`config.mk`:
```
export PLATFORM = sky130hd
export DESIGN_NAME = conware_row_framer
export DESIGN_NICKNAME = d
export VERILOG_FILES = /design/src/rtl/conware_row_framer.sv
export SDC_FILE = /design/constraint.sdc
export NUM_CORES = 1
export LEC_CHECK = 0
export ABC_AREA = 1
export BUFFER_PORTS_ARGS = -buffer_cell sky130_fd_sc_hd__buf_2
export CORE_MARGIN = 4
export CORE_UTILIZATION = 40
export DETAILED_ROUTE_END_ITERATION = 10
export GPL_TIMING_DRIVEN = 0
export PLACE_DENSITY = 0.69
export SYNTH_ARGS = -nofsm -noshare
export SYNTH_HDL_FRONTEND = slang
export SYNTH_SLANG_ARGS = --single-unit
export TNS_END_PERCENT = 20
```
`constraint.sdc`:
```
create_clock -name ACLK -period 3 [get_ports ACLK]
set_input_delay 0.45 -clock ACLK [delete_from_list [all_inputs] [get_ports ACLK]]
set_output_delay 0.45 -clock ACLK [all_outputs]
set_load 0.02 [all_outputs]
```
`src/rtl/conware_row_framer.sv`:
```
// AXI4-Stream row framer: regenerates TLAST every WIDTH beats and TUSER on frame start, and flags source TLAST mismatches.
// Latency 1 cycle; a two-entry skid (output + skid register) gives full throughput, and S_AXIS_TREADY drops only while the skid is full.
module conware_row_framer #(
    parameter int DWIDTH = 32,
    parameter int WIDTH  = 32,
    parameter int HEIGHT = 1
) (
    input  logic              ACLK,
    input  logic              ARESETN,
    input  logic              S_AXIS_TVALID,
    output logic              S_AXIS_TREADY,
    input  logic [DWIDTH-1:0] S_AXIS_TDATA,
    input  logic              S_AXIS_TLAST,
    output logic              M_AXIS_TVALID,
    input  logic              M_AXIS_TREADY,
    output logic [DWIDTH-1:0] M_AXIS_TDATA,
    output logic              M_AXIS_TLAST,
    output logic              M_AXIS_TUSER,
    output logic [15:0]       frame_count,
    output logic              err_early_last,
    output logic              err_late_last,
    input  logic              err_clear
);
    localparam int CW = (WIDTH > 1) ? $clog2(WIDTH) : 1;
    localparam int RW = (HEIGHT > 1) ? $clog2(HEIGHT) : 1;
    localparam logic [CW-1:0] COL_LAST = CW'(WIDTH - 1);
    localparam logic [RW-1:0] ROW_LAST = RW'(HEIGHT - 1);

    logic [CW-1:0]     col_q, col_d;
    logic [RW-1:0]     row_q, row_d;
    logic [15:0]       frame_count_q, frame_count_d;
    logic              early_q, early_d, late_q, late_d;
    logic              s_rdy_q, s_rdy_d;
    logic              m_vld_q, m_vld_d, m_last_q, m_last_d, m_user_q, m_user_d;
    logic [DWIDTH-1:0] m_dat_q, m_dat_d;
    logic              sk_vld_q, sk_vld_d, sk_last_q, sk_last_d, sk_user_q, sk_user_d;
    logic [DWIDTH-1:0] sk_dat_q, sk_dat_d;

    logic accept, out_free, in_last, in_user;

    always_comb begin
        accept        = S_AXIS_TVALID & s_rdy_q;
        out_free      = ~m_vld_q | M_AXIS_TREADY;
        in_last       = (col_q == COL_LAST);
        in_user       = (col_q == '0) && (row_q == '0);

        col_d         = col_q;
        row_d         = row_q;
        frame_count_d = frame_count_q;
        m_vld_d       = m_vld_q;
        m_dat_d       = m_dat_q;
        m_last_d      = m_last_q;
        m_user_d      = m_user_q;
        sk_vld_d      = sk_vld_q;
        sk_dat_d      = sk_dat_q;
        sk_last_d     = sk_last_q;
        sk_user_d     = sk_user_q;

        // The skid always drains first; ready is low while it is occupied, so accept never competes with it.
        if (out_free) begin
            if (sk_vld_q) begin
                m_vld_d  = 1'b1;
                m_dat_d  = sk_dat_q;
                m_last_d = sk_last_q;
                m_user_d = sk_user_q;
                sk_vld_d = 1'b0;
            end else if (accept) begin
                m_vld_d  = 1'b1;
                m_dat_d  = S_AXIS_TDATA;
                m_last_d = in_last;
                m_user_d = in_user;
            end else begin
                m_vld_d  = 1'b0;
            end
        end else if (accept) begin
            sk_vld_d  = 1'b1;
            sk_dat_d  = S_AXIS_TDATA;
            sk_last_d = in_last;
            sk_user_d = in_user;
        end

        if (accept) begin
            if (in_last) begin
                col_d = '0;
                if (row_q == ROW_LAST) begin
                    row_d         = '0;
                    frame_count_d = frame_count_q + 16'd1;
                end else begin
                    row_d = row_q + RW'(1);
                end
            end else begin
                col_d = col_q + CW'(1);
            end
        end

        // Set beats clear when both happen in the same cycle.
        early_d = (accept & S_AXIS_TLAST & ~in_last) | (early_q & ~err_clear);
        late_d  = (accept & ~S_AXIS_TLAST & in_last) | (late_q & ~err_clear);
        s_rdy_d = ~sk_vld_d;
    end

    always_ff @(posedge ACLK or negedge ARESETN) begin
        if (!ARESETN) begin
            col_q         <= '0;
            row_q         <= '0;
            frame_count_q <= '0;
            early_q       <= 1'b0;
            late_q        <= 1'b0;
            s_rdy_q       <= 1'b0;
            m_vld_q       <= 1'b0;
            m_dat_q       <= '0;
            m_last_q      <= 1'b0;
            m_user_q      <= 1'b0;
            sk_vld_q      <= 1'b0;
            sk_dat_q      <= '0;
            sk_last_q     <= 1'b0;
            sk_user_q     <= 1'b0;
        end else begin
            col_q         <= col_d;
            row_q         <= row_d;
            frame_count_q <= frame_count_d;
            early_q       <= early_d;
            late_q        <= late_d;
            s_rdy_q       <= s_rdy_d;
            m_vld_q       <= m_vld_d;
            m_dat_q       <= m_dat_d;
            m_last_q      <= m_last_d;
            m_user_q      <= m_user_d;
            sk_vld_q      <= sk_vld_d;
            sk_dat_q      <= sk_dat_d;
            sk_last_q     <= sk_last_d;
            sk_user_q     <= sk_user_d;
        end
    end

    assign S_AXIS_TREADY  = s_rdy_q;
    assign M_AXIS_TVALID  = m_vld_q;
    assign M_AXIS_TDATA   = m_dat_q;
    assign M_AXIS_TLAST   = m_last_q;
    assign M_AXIS_TUSER   = m_user_q;
    assign frame_count    = frame_count_q;
    assign err_early_last = early_q;
    assign err_late_last  = late_q;

endmodule

```
==> results of run 1 <==
## final timing paths
| kind | from | end | cells after the start | slack [ps] |
|---|---|---|---|---|
| worst max-delay path | col_q[0]$_DFFE_PN0P_ | frame_count[11]$_DFFE_PN0P_ | 10 | 1050 |
| worst min-delay path | ARESETN | frame_count[13]$_DFFE_PN0P_ | 1 | 70 |
| worst max register to register | col_q[0]$_DFFE_PN0P_ | frame_count[11]$_DFFE_PN0P_ | 10 | 1050 |
| worst min register to register | sk_dat_q[25]$_DFFE_PN0P_ | sk_dat_q[25]$_DFFE_PN0P_ | 2 | 480 |
| max in group asynchronous | ARESETN | sk_dat_q[1]$_DFFE_PN0P_ | 2 | 2270 |
| min in group ACLK | err_clear | err_early_last$_DFF_PN0_ | 2 | 280 |
## synth_stat cells, types with 3 or more instances
cell type and number:
xnor2_1 3, nand2_1 203, nand4_1 3, a21oi_1 4
xor2_1 5, nand3_1 14, inv_1 25, buf_6 11
clkbuf_1 6, ha_1 5, nor3_1 3, dfrtp_1 94
a31oi_1 33, nor2_1 53, nand2_4 3, o21ai_0 6
buf_4 3
## power groups by stage
stage / clock network, mW / registers, mW / logic [mW]
after floorplan: 0 / 1.99 / 0.481
after global placement: 0 / 1.80 / 1.01
after detailed placement: 0 / 1.82 / 1.04
after CTS: 0.810 / 1.80 / 1.04
after global routing: 0.861 / 1.85 / 1.15
final: 0.794 / 1.80 / 1.02
## per-stage QoR
stage	cell area, um^2	std cells	utilization (%)	hold slack, ps	power, mW
6_report	5020	728	48.8	70.0	3.62
5_1_grt	5020	728	48.8	103	3.86
4_1_cts	5020	728	48.8	78.6	3.65
3_5_place_dp	4850	714	47.2	459	2.86
3_3_place_gp	4820	713	46.9	454	2.81
2_1_floorplan	4190	486	-	154	2.47
## kinds of logic after synthesis
family                     after synthesis  share of synthesized area (%)
buffers and inverters                   49                           6.71
xor gates and xnor gates                 8                           1.67
and+or+nand+nor                        285                           27.6
adders and majority gates                5                           1.49
DFF                                     94                           56.1
AOI/OAI and AO/OA                       45                           6.42
## state kept, by name (all words and copies together) (netlist names)
register        count
err_late_last       1
sk_dat_q           32
sk_last_q           1
M_AXIS_TUSER        1
sk_vld_q            1
frame_count        16
S_AXIS_TREADY       1
col_q               5
err_early_last      1
M_AXIS_TVALID       1
M_AXIS_TDATA       32
M_AXIS_TLAST        1
sk_user_q           1
## placed cells by master, fill, tap and decap left out
cell | Yosys | routed
nor3_1 | 3 | 3
xor2_1 | 5 | 5
bufinv_16 | 0 | 1
nand3_1 | 14 | 14
inv_2 | 2 | 2
ha_1 | 5 | 5
inv_1 | 25 | 25
buf_2 | 0 | 90
inv_4 | 1 | 1
clkbuf_1 | 6 | 9
a31oi_1 | 33 | 33
clkinv_2 | 1 | 2
nand2_1 | 203 | 203
nand4_1 | 3 | 3
clkbuf_8 | 0 | 9
xnor2_1 | 3 | 3
nor2_4 | 2 | 2
nand2_4 | 3 | 3
buf_16 | 0 | 1
o21ai_0 | 6 | 6
o22ai_1 | 2 | 2
nand3_4 | 1 | 1
nand2_2 | 2 | 2
dfrtp_1 | 94 | 94
buf_6 | 11 | 11
nor2_1 | 53 | 53
and3_1 | 1 | 1
buf_4 | 3 | 4
a21oi_1 | 4 | 4
## per-layer routing
metal / vias up / GRT usage (%)
li1: 1747 / -
met1: 1647 / 23.6
met2: 89 / 28.2
met3: 12 / 3.38
met4: 0 / 5.89
met5: - / 0
## worst register-to-register path, stage by stage, from the launching register on
cell and delay, ps:
dfrtp_1 390, ha_1 200, and3_1 190, ha_1 280, nand3_4 170, inv_2 150
nand2_1 70, nor2_1 180, nand3_1 110, nand2_1 70, nand2_1 50
## final cells by class
cell class / instances / area, um^2 / area share, %
Inverter: 29 / 113 / 2.24
Clock inverter: 2 / 35.0 / 0.698
Sequential cell: 94 / 2350 / 46.9
Multi-Input combinational cell: 343 / 1560 / 31.1
Tap cell: 136 / 170 / 3.39
Timing Repair Buffer: 92 / 485 / 9.67
Clock buffer: 12 / 135 / 2.69
Buffer: 20 / 169 / 3.37
==> results.json, run 1 <==
{
  "arrival_ps": 2210,
  "cts_tree": "done",
  "wl_met2_um": 4650,
  "status": "finished, final reports clean",
  "gr-total-overflow": 0,
  "fp.dieArea_um2": 12200,
  "max-slew-margin-rel_pct": 63.0,
  "postCtsSetupBuffers": 0,
  "avgRoutedWirePerCell_um": 13.8,
  "syn_area_um2": 4190,
  "yosysWarningCount": 0,
  "endpoint_kind": "flop",
  "fillCellCount": 1018,
  "cts_made_buffers": 9,
  "netlist_instances": 486,
  "gp_congestion": 0.814,
  "min_path_type": "in -> async",
  "hold_viol_final": 0,
  "cpMostUsedCell": "nand2_1",
  "post-route-period-util_pct": 65.1,
  "antenna_found_initial": 0,
  "p_per_area_nw_per_um2": 721,
  "intPower_mw": 2.35,
  "synth_top_area_share_pct": 56.1,
  "post_cts_resized": 0,
  "cp.required_ps": 3260,
  "seqPwrFrac_pct": 49.8,
  "grt_max_degree": 56,
  "top_layer": "met4",
  "fin_crit_ps": 1950,
  "drc": 0,
  "path_max_fanout": 7,
  "max_stage_delay_ps": 390,
  "drt-initial-drc-count": 157,
  "maxCapViolations": 0,
  "finalWorstSetupSlack_ps": 1050,
  "synth-edff-count": 0,
  "die_h_um": 110,
  "ys_types": 25,
  "core-area_um2": 10300,
  "drv_slew": 0,
  "critPathTopFamily": "simple AND/OR/NAND/NOR gates",
  "ys.flop_type": "dfrtp_1",
  "worst_pin_slew_ps": 555,
  "ctsHoldBuffers": 0,
  "synth_seq_cells": 94,
  "clock_path_buffers": 2,
  "cts.sinks": 94,
  "area_delta_synth_final_pct": 19.7,
  "ys_async_sr_fraction_pct": 100,
  "start_kind": "flop",
  "synth_top_area_cell": "dfrtp_1",
  "setup_violations": 0,
  "clock_latency_ps": 350,
  "worst_path_max_delay_cell": "dfrtp_1",
  "grt_util_all_layers_pct": 17.4,
  "synth_area_leaders": "dfrtp_1 56%, nand2_1 18%, a31oi_1 4.9%",
  "rsz0062_at_grt": "no",
  "io_buffers": 91,
  "io_pins": 92,
  "power_frac_clock_pct": 22.0,
  "grt_pass1_vias": 3379,
  "critPathKind": "reg -> reg",
  "p_leak_nw": 2.60,
  "die_w_um": 110,
  "drt_pass1_iterations": 4,
  "wl_met1_um": 4610,
  "vias_per_cell": 4.80,
  "vias": 3495,
  "clock_skew_ps": 11.8,
  "htreeDepth": 3,
  "routed-wl-met3_um": 636,
  "drtAntennaViolNets": 0,
  "path_clk_slew_ps": 90,
  "yosysSeqAreaShare_pct": 56.1,
  "syn_area_per_cell_um2": 8.63,
  "layout-drive-gt1-share_pct": 21.8,
  "rows": 37,
  "swShare_pct": 35.0,
  "wl_um": 10000,
  "combPwrFrac_pct": 28.3,
  "start_util_pct": 40.8,
  "pre_cts_ws_ps": 1060,
  "grt_pass1_wl_um": 16300,
  "fmax_ghz": 0.512,
  "post-dp-hpwl_um": 7340,
  "n_antenna_cell": 0,
  "path_buf_inv": 1,
  "fin_nets": 632,
  "syn-num-nets": 529,
  "ir_worst_vdd_mv": 0.326,
  "path_cells": "ha_1 > and3_1 > ha_1 > nand3_4 > inv_2 > nand2_1 > nor2_1 > nand3_1 > nand2_1 > nand2_1",
  "clock-root-buffer": "clkbuf_8",
  "switchingPower_mw": 1.27,
  "setup-tns-final_ps": 0
}
Note: power is estimated with default switching activity, not from simulation.
==> run 2: changes to the inputs <==
ABC_AREA = 0   (was 1)
clock period = 1.95 ns   (was 3 ns; I/O delays follow)
==> run 2 against run 1 <==
Compared with the run above:
- first-iteration DRC count grew 5.7%
- combinational power grew 51%
- synthesized cell count shrank 32%
- non-clock buffer count shrank 3
- clock power grew 84%
- final cell count shrank 21%
- global-route usage shrank 1.5 points
- core utilization grew 0.86 points
- critical path depth shrank 3
- power grew 58%
==> results.json, run 2 <==
{
  "drc": 0,
  "syn_area_um2": 4190,
  "vias": 2822,
  "yosysMostFrequentCell": "dfrtp_1",
  "whs_endpoint": "err_late_last$_DFF_PN0_",
  "worstReg2RegEnd": "frame_count[11]$_DFFE_PN0P_",
  "path_clk_slew_ps": 100,
  "cp.required_ps": 2240,
  "final_core_util_pct": 49.7,
  "critPathKind": "reg -> reg",
  "status": "finished, final reports clean",
  "cts_tree": "done",
  "layout-drive-gt1-share_pct": 39.0,
  "endpoint_kind": "flop",
  "synth_top_area_cell": "dfrtp_1",
  "start_kind": "flop",
  "start_util_pct": 40.7,
  "seqCellArea_um2": 2350,
  "reg2reg_depth": 7,
  "worst_path_max_delay_cell": "dfrtp_1",
  "clock_path_buffers": 2,
  "die_w_um": 110,
  "r2r_start": "col_q[0]$_DFFE_PN0P_",
  "ys_types": 36,
  "min_path_type": "in -> reg",
  "io_buffers": 91,
  "multi_input_area_um2": 1710,
  "grt_pass1_vias": 2904,
  "cts_made_buffers": 9,
  "setup_violations": 0,
  "wl_met2_um": 4260,
  "drtAntennaViolNets": 0,
  "grt_util_all_layers_pct": 15.9,
  "drt-initial-drc-count": 166,
  "n_antenna_cell": 0,
  "yosys-top-cells-count": "94 x dfrtp_1, 49 x nand2_1, 38 x o21ai_0, 33 x mux2i_1, 28 x mux2_4",
  "htreeDepth": 3,
  "p_per_area_nw_per_um2": 1120,
  "core-area_um2": 10300,
  "path_cells": "ha_1 > and3_4 > ha_4 > nand3_2 > or2_4 > nor3_2 > xor2_1",
  "path_max_fanout": 6,
  "drv_slew": 0,
  "yosysSeqAreaShare_pct": 56.2,
  "clock-root-buffer": "clkbuf_8",
  "drt_pass1_iterations": 4,
  "ys_async_sr_fraction_pct": 100,
  "gr-total-overflow": 0,
  "netlist_instances": 329,
  "antenna_found_initial": 1,
  "placed_cells": 557,
  "stdcell_count": 575,
  "cts.sinks": 94,
  "ff2ff_setup_slack_ps": 150,
  "layout_commonest_cell": "dfrtp_1",
  "fin_crit_ps": 1800,
  "final_cell_mix": "94 x dfrtp_1, 93 x buf_2, 49 x nand2_1",
  "hold-path-cell-count": 2,
  "avgRoutedWirePerCell_um": 15.7,
  "rows": 37,
  "vias_per_cell": 4.91,
  "synth_seq_cells": 94,
  "place_area_um2": 4840,
  "clock_latency_ps": 360,
  "hold_viol_final": 0,
  "setup-tns-final_ps": 0,
  "grt_max_degree": 62,
  "top_layer": "met5",
  "wl_um": 9040,
  "max_stage_delay_ps": 390,
  "synth-edff-count": 0,
  "fillCellCount": 951,
  "synth_area_leaders": "dfrtp_1 56%, mux2_4 10%, mux2i_1 7.9%",
  "finalWorstSetupSlack_ps": 153,
  "gp_congestion": 0.759,
  "post-dp-hpwl_um": 6360,
  "area_delta_synth_final_pct": 22.0,
  "syn-num-nets": 372,
  "clock_skew_ps": 10.4,
  "max-slew-margin-rel_pct": 68.8,
  "wl_met1_um": 4080,
  "pre_cts_ws_ps": -58.4,
  "grt_pass1_wl_um": 14800,
  "yosysWarningCount": 0,
  "p_leak_nw": 2.58,
  "fp.dieArea_um2": 12200,
  "ir_worst_vdd_mv": 0.394,
  "arrival_ps": 2090,
  "final_cell_area_um2": 5110,
  "fmax_ghz": 0.556,
  "routed-wl-met3_um": 505,
  "worst_pin_slew_ps": 468,
  "post-route-period-util_pct": 92.2,
  "io_pins": 92,
  "maxCapViolations": 0,
  "synth_top_area_share_pct": 56.2,
  "syn_area_per_cell_um2": 12.7,
  "ys.flop_type": "dfrtp_1",
  "min-delay-start": "S_AXIS_TLAST",
  "die_h_um": 110,
  "fin_nets": 477
}
[run 2: changes by cell type after synthesis, moves of 3 or more]
cell | previous run | this run
a31oi_1 | 33 | 0
buf_2 | 0 | 3
buf_6 | 11 | 7
clkbuf_1 | 6 | 0
inv_1 | 25 | 6
mux2_2 | 0 | 8
mux2_4 | 0 | 28
mux2i_1 | 0 | 33
nand2_1 | 203 | 49
nand3_1 | 14 | 6
nor2_1 | 53 | 5
o21ai_0 | 6 | 38
xnor2_1 | 3 | 11
[run 2: how the worst max path moves through the flow]
stage / from / endpoint / depth (start not counted)
5_1_grt: col_q[0]$_DFFE_PN0P_ / frame_count[11]$_DFFE_PN0P_ / 7
4_1_cts: col_q[0]$_DFFE_PN0P_ / frame_count[11]$_DFFE_PN0P_ / 7
2_1_floorplan: col_q[0]$_DFFE_PN0P_ / frame_count[13]$_DFFE_PN0P_ / 7
6_report: col_q[0]$_DFFE_PN0P_ / frame_count[11]$_DFFE_PN0P_ / 7
3_5_place_dp: col_q[0]$_DFFE_PN0P_ / frame_count[9]$_DFFE_PN0P_ / 7
3_3_place_gp: ARESETN / sk_dat_q[9]$_DFFE_PN0P_ / 1
[run 2: critical path, delay by kind of cell (launching register included)]
| kind | cells | cell delay (ps) |
|---|---|---|
| XOR/XNOR | 1 | 160 |
| adder cells (fa/ha/maj) | 2 | 370 |
| flip-flops | 1 | 390 |
| AND/OR/NAND/NOR | 4 | 800 |
[run 2: where the power goes]
part	internal, mW	leakage [nW]	switching, mW	total [mW]
Combinational	0.722	1.30	0.823	1.54
Sequential	2.40	1.17	0.303	2.71
Clock	0.756	0.116	0.699	1.46
Total	3.88	2.58	1.83	5.71
[run 2: kinds of logic after synthesis]
| family | synth area share [%] |
|---|---|
| simple gates | 9.71 |
| mux | 20.1 |
| buf+inv | 3.56 |
| fa+ha+maj | 1.49 |
| flops | 56.2 |
| xor+xnor | 3.14 |
| compound gates | 5.83 |
[run 2: final cells by class]
| type | count | share of cell area, % |
|---|---|---|
| Tap cell | 136 | 3.33 |
| Clock inverter | 6 | 1.64 |
| Clock buffer | 10 | 2.69 |
| Inverter | 6 | 0.441 |
| Buffer | 15 | 2.47 |
| Multi-Input combinational cell | 214 | 33.5 |
| Sequential cell | 94 | 46.1 |
| Timing Repair Buffer | 94 | 9.85 |
[run 2: per-layer routing]
layer,vias up,GRT usage [%]
met1,1400,21.1
met5,-,0
met4,2,6.33
met2,71,24.8
met3,15,4.19
li1,1334,-
[run 2: what timing repair did]
item                                    CTS  global route
buffers inserted                          0             1
hold endpoints to repair                 33             0
cloned                                    0             0
pin swaps                                 1             0
hold buffers                              1             0
gates resized for setup                   1             4
endpoints found under the setup margin    5             9
[run 2: per-stage QoR]
step | power [mW] | hold WS, ps
floorplan | 3.73 | -3.09
global placement | 4.21 | 456
detailed placement | 4.29 | 279
CTS | 5.75 | 96.3
global route | 6.07 | 111
finish | 5.71 | 126
==> run 3: changes to the inputs <==
TNS_END_PERCENT = 50   (was 20)
clock period = 1.9 ns   (was 1.95 ns; I/O delays follow)
==> run 3 against run 2 <==
Compared with the run above:
- critical endpoint is now frame_count[9]$_DFFE_PN0P_
- power up 3.0%
- critical path depth unchanged
- wire length about the same
- combinational power up 4%
- via count up 0.64%
- setup slack worse by 6.5 ps
- critical path type unchanged
- clock power up 3%
- register-to-register slack about the same
- die area unchanged
==> results.json, run 3 (synthesis gave the netlist of run 2 again) <==
{
  "worst_pin_slew_ps": 469,
  "fillCellCount": 942,
  "whs_endpoint": "err_late_last$_DFF_PN0_",
  "rows": 37,
  "die_w_um": 110,
  "core-area_um2": 10300,
  "p_per_area_nw_per_um2": 1140,
  "drtAntennaViolNets": 0,
  "gp_congestion": 0.759,
  "cts_tree": "done",
  "switchingPower_mw": 1.88,
  "area_delta_synth_final_pct": 22.9,
  "gr-total-overflow": 0,
  "rsz0062_at_grt": "no",
  "max-slew-margin-rel_pct": 68.7,
  "cpMostUsedCell": "and3_4",
  "post-route-period-util_pct": 92.3,
  "clock_latency_ps": 360,
  "pre_cts_ws_ps": -108,
  "fmax_ghz": 0.570,
  "arrival_ps": 2050,
  "cp.required_ps": 2190,
  "ff2ff_setup_slack_ps": 150,
  "path_cells": "ha_2 > and3_4 > ha_4 > nand3_4 > nor3_4 > and3_4 > xor2_2",
  "whs_ps": 115,
  "setup_violations": 0,
  "multi_input_area_um2": 1730,
  "clock_skew_ps": 10.6,
  "grt_pass1_vias": 2908,
  "seqCellArea_um2": 2350,
  "start_kind": "flop",
  "hold-path-cell-count": 2,
  "wl_um": 9050,
  "power_frac_clock_pct": 25.4,
  "status": "finished, final reports clean",
  "path_clk_slew_ps": 100,
  "intPower_mw": 4.00,
  "io_buffers": 91,
  "htreeDepth": 3,
  "grt_max_degree": 62,
  "hold_viol_final": 0,
  "start_util_pct": 40.7,
  "clock_path_buffers": 2,
  "critPathKind": "reg -> reg",
  "final_cell_mix": "94 x dfrtp_1, 93 x buf_2, 49 x nand2_1",
  "die_h_um": 110,
  "p_leak_nw": 2.59,
  "seqPwrFrac_pct": 47.3,
  "path_max_fanout": 4,
  "cts_made_buffers": 9,
  "grt_pass1_wl_um": 14800,
  "antenna_found_initial": 1,
  "max_stage_delay_ps": 400,
  "drt-initial-drc-count": 145,
  "worst_path_max_delay_cell": "dfrtp_1",
  "worstReg2RegEnd": "frame_count[9]$_DFFE_PN0P_",
  "fp.dieArea_um2": 12200,
  "min-delay-start": "S_AXIS_TLAST",
  "fin_crit_ps": 1750,
  "avgRoutedWirePerCell_um": 15.7,
  "r2r_start": "col_q[1]$_DFFE_PN0P_",
  "drt_pass1_iterations": 4,
  "crit_start": "col_q[1]$_DFFE_PN0P_",
  "fin_nets": 479,
  "drc": 0,
  "placed_cells": 557,
  "vias": 2840,
  "grt_util_all_layers_pct": 15.9,
  "io_pins": 92,
  "finalWorstSetupSlack_ps": 146,
  "final_cell_area_um2": 5140,
  "place_area_um2": 4840,
  "layout_commonest_cell": "dfrtp_1",
  "path_depth": 7,
  "post-dp-hpwl_um": 6360,
  "ir_worst_vdd_mv": 0.406,
  "endpoint_kind": "flop",
  "layout-drive-gt1-share_pct": 39.9,
  "setup-tns-final_ps": 0,
  "drv_slew": 0,
  "stdcell_count": 577,
  "reg2reg_depth": 7,
  "n_antenna_cell": 0,
  "vias_per_cell": 4.92,
  "critPathTopFamily": "simple AND/OR/NAND/NOR gates",
  "path_buf_inv": 0,
  "min_path_type": "in -> reg",
  "combPwrFrac_pct": 27.3,
  "clock-root-buffer": "clkbuf_8",
  "maxCapViolations": 0,
  "swShare_pct": 32.0,
  "cts.sinks": 94
}
## run 3: per-stage QoR
| step | util (%) | power [mW] |
|---|---|---|
| CTS | 49.5 | 5.90 |
| global route | 50.1 | 6.25 |
| floorplan | - | 3.83 |
| global placement | 46.8 | 4.32 |
| finish | 50.1 | 5.88 |
| detailed placement | 47.1 | 4.40 |
## run 3: area by class of cell
class | count | share of cell area, %
Buffer | 15 | 2.46
Clock buffer | 10 | 2.68
Clock inverter | 6 | 1.63
Inverter | 6 | 0.438
Multi-Input combinational cell | 214 | 33.7
Sequential cell | 94 | 45.7
Tap cell | 136 | 3.31
Timing Repair Buffer | 96 | 10.1
## run 3: layer usage
layer	track usage (%)	routed length, um	up-vias	share of wire [%]
met1	21.2	4070	1410	45
met5	0	7	-	0.077
met4	6.33	193	2	2.1
met3	4.19	510	16	5.6
met2	24.8	4270	74	47
li1	-	-	1338	-
## run 3: worst register-to-register path: stages, from the launching register on
cell     delay (ps)
dfrtp_1         400
ha_2            210
and3_4          210
ha_4            160
nand3_4         100
nor3_4          260
and3_4          230
xor2_2          130
## run 3: worst max path at each step
stage,end,slack (ps)
4_1_cts,frame_count[9]$_DFFE_PN0P_,3
3_5_place_dp,frame_count[9]$_DFFE_PN0P_,-110
2_1_floorplan,frame_count[13]$_DFFE_PN0P_,210
5_1_grt,frame_count[9]$_DFFE_PN0P_,20
6_report,frame_count[9]$_DFFE_PN0P_,150
3_3_place_gp,sk_dat_q[9]$_DFFE_PN0P_,-400
## run 3: power groups by stage
stage / combinational [mW] / clock (mW) / sequential, mW
floorplan: 0.800 / 0 / 3.03
global placement: 1.54 / 0 / 2.78
detailed placement: 1.59 / 0 / 2.81
CTS: 1.60 / 1.53 / 2.77
global route: 1.77 / 1.63 / 2.85
finish: 1.60 / 1.50 / 2.78
## run 3: timing repair
action                     4_1_cts  5_1_grt
setup endpoints to repair        9       11
hold buffers                     1        0
hold endpoints to repair        33        0
buffers inserted                 0        3
gates resized for setup          3        6
pin swaps                        1        3
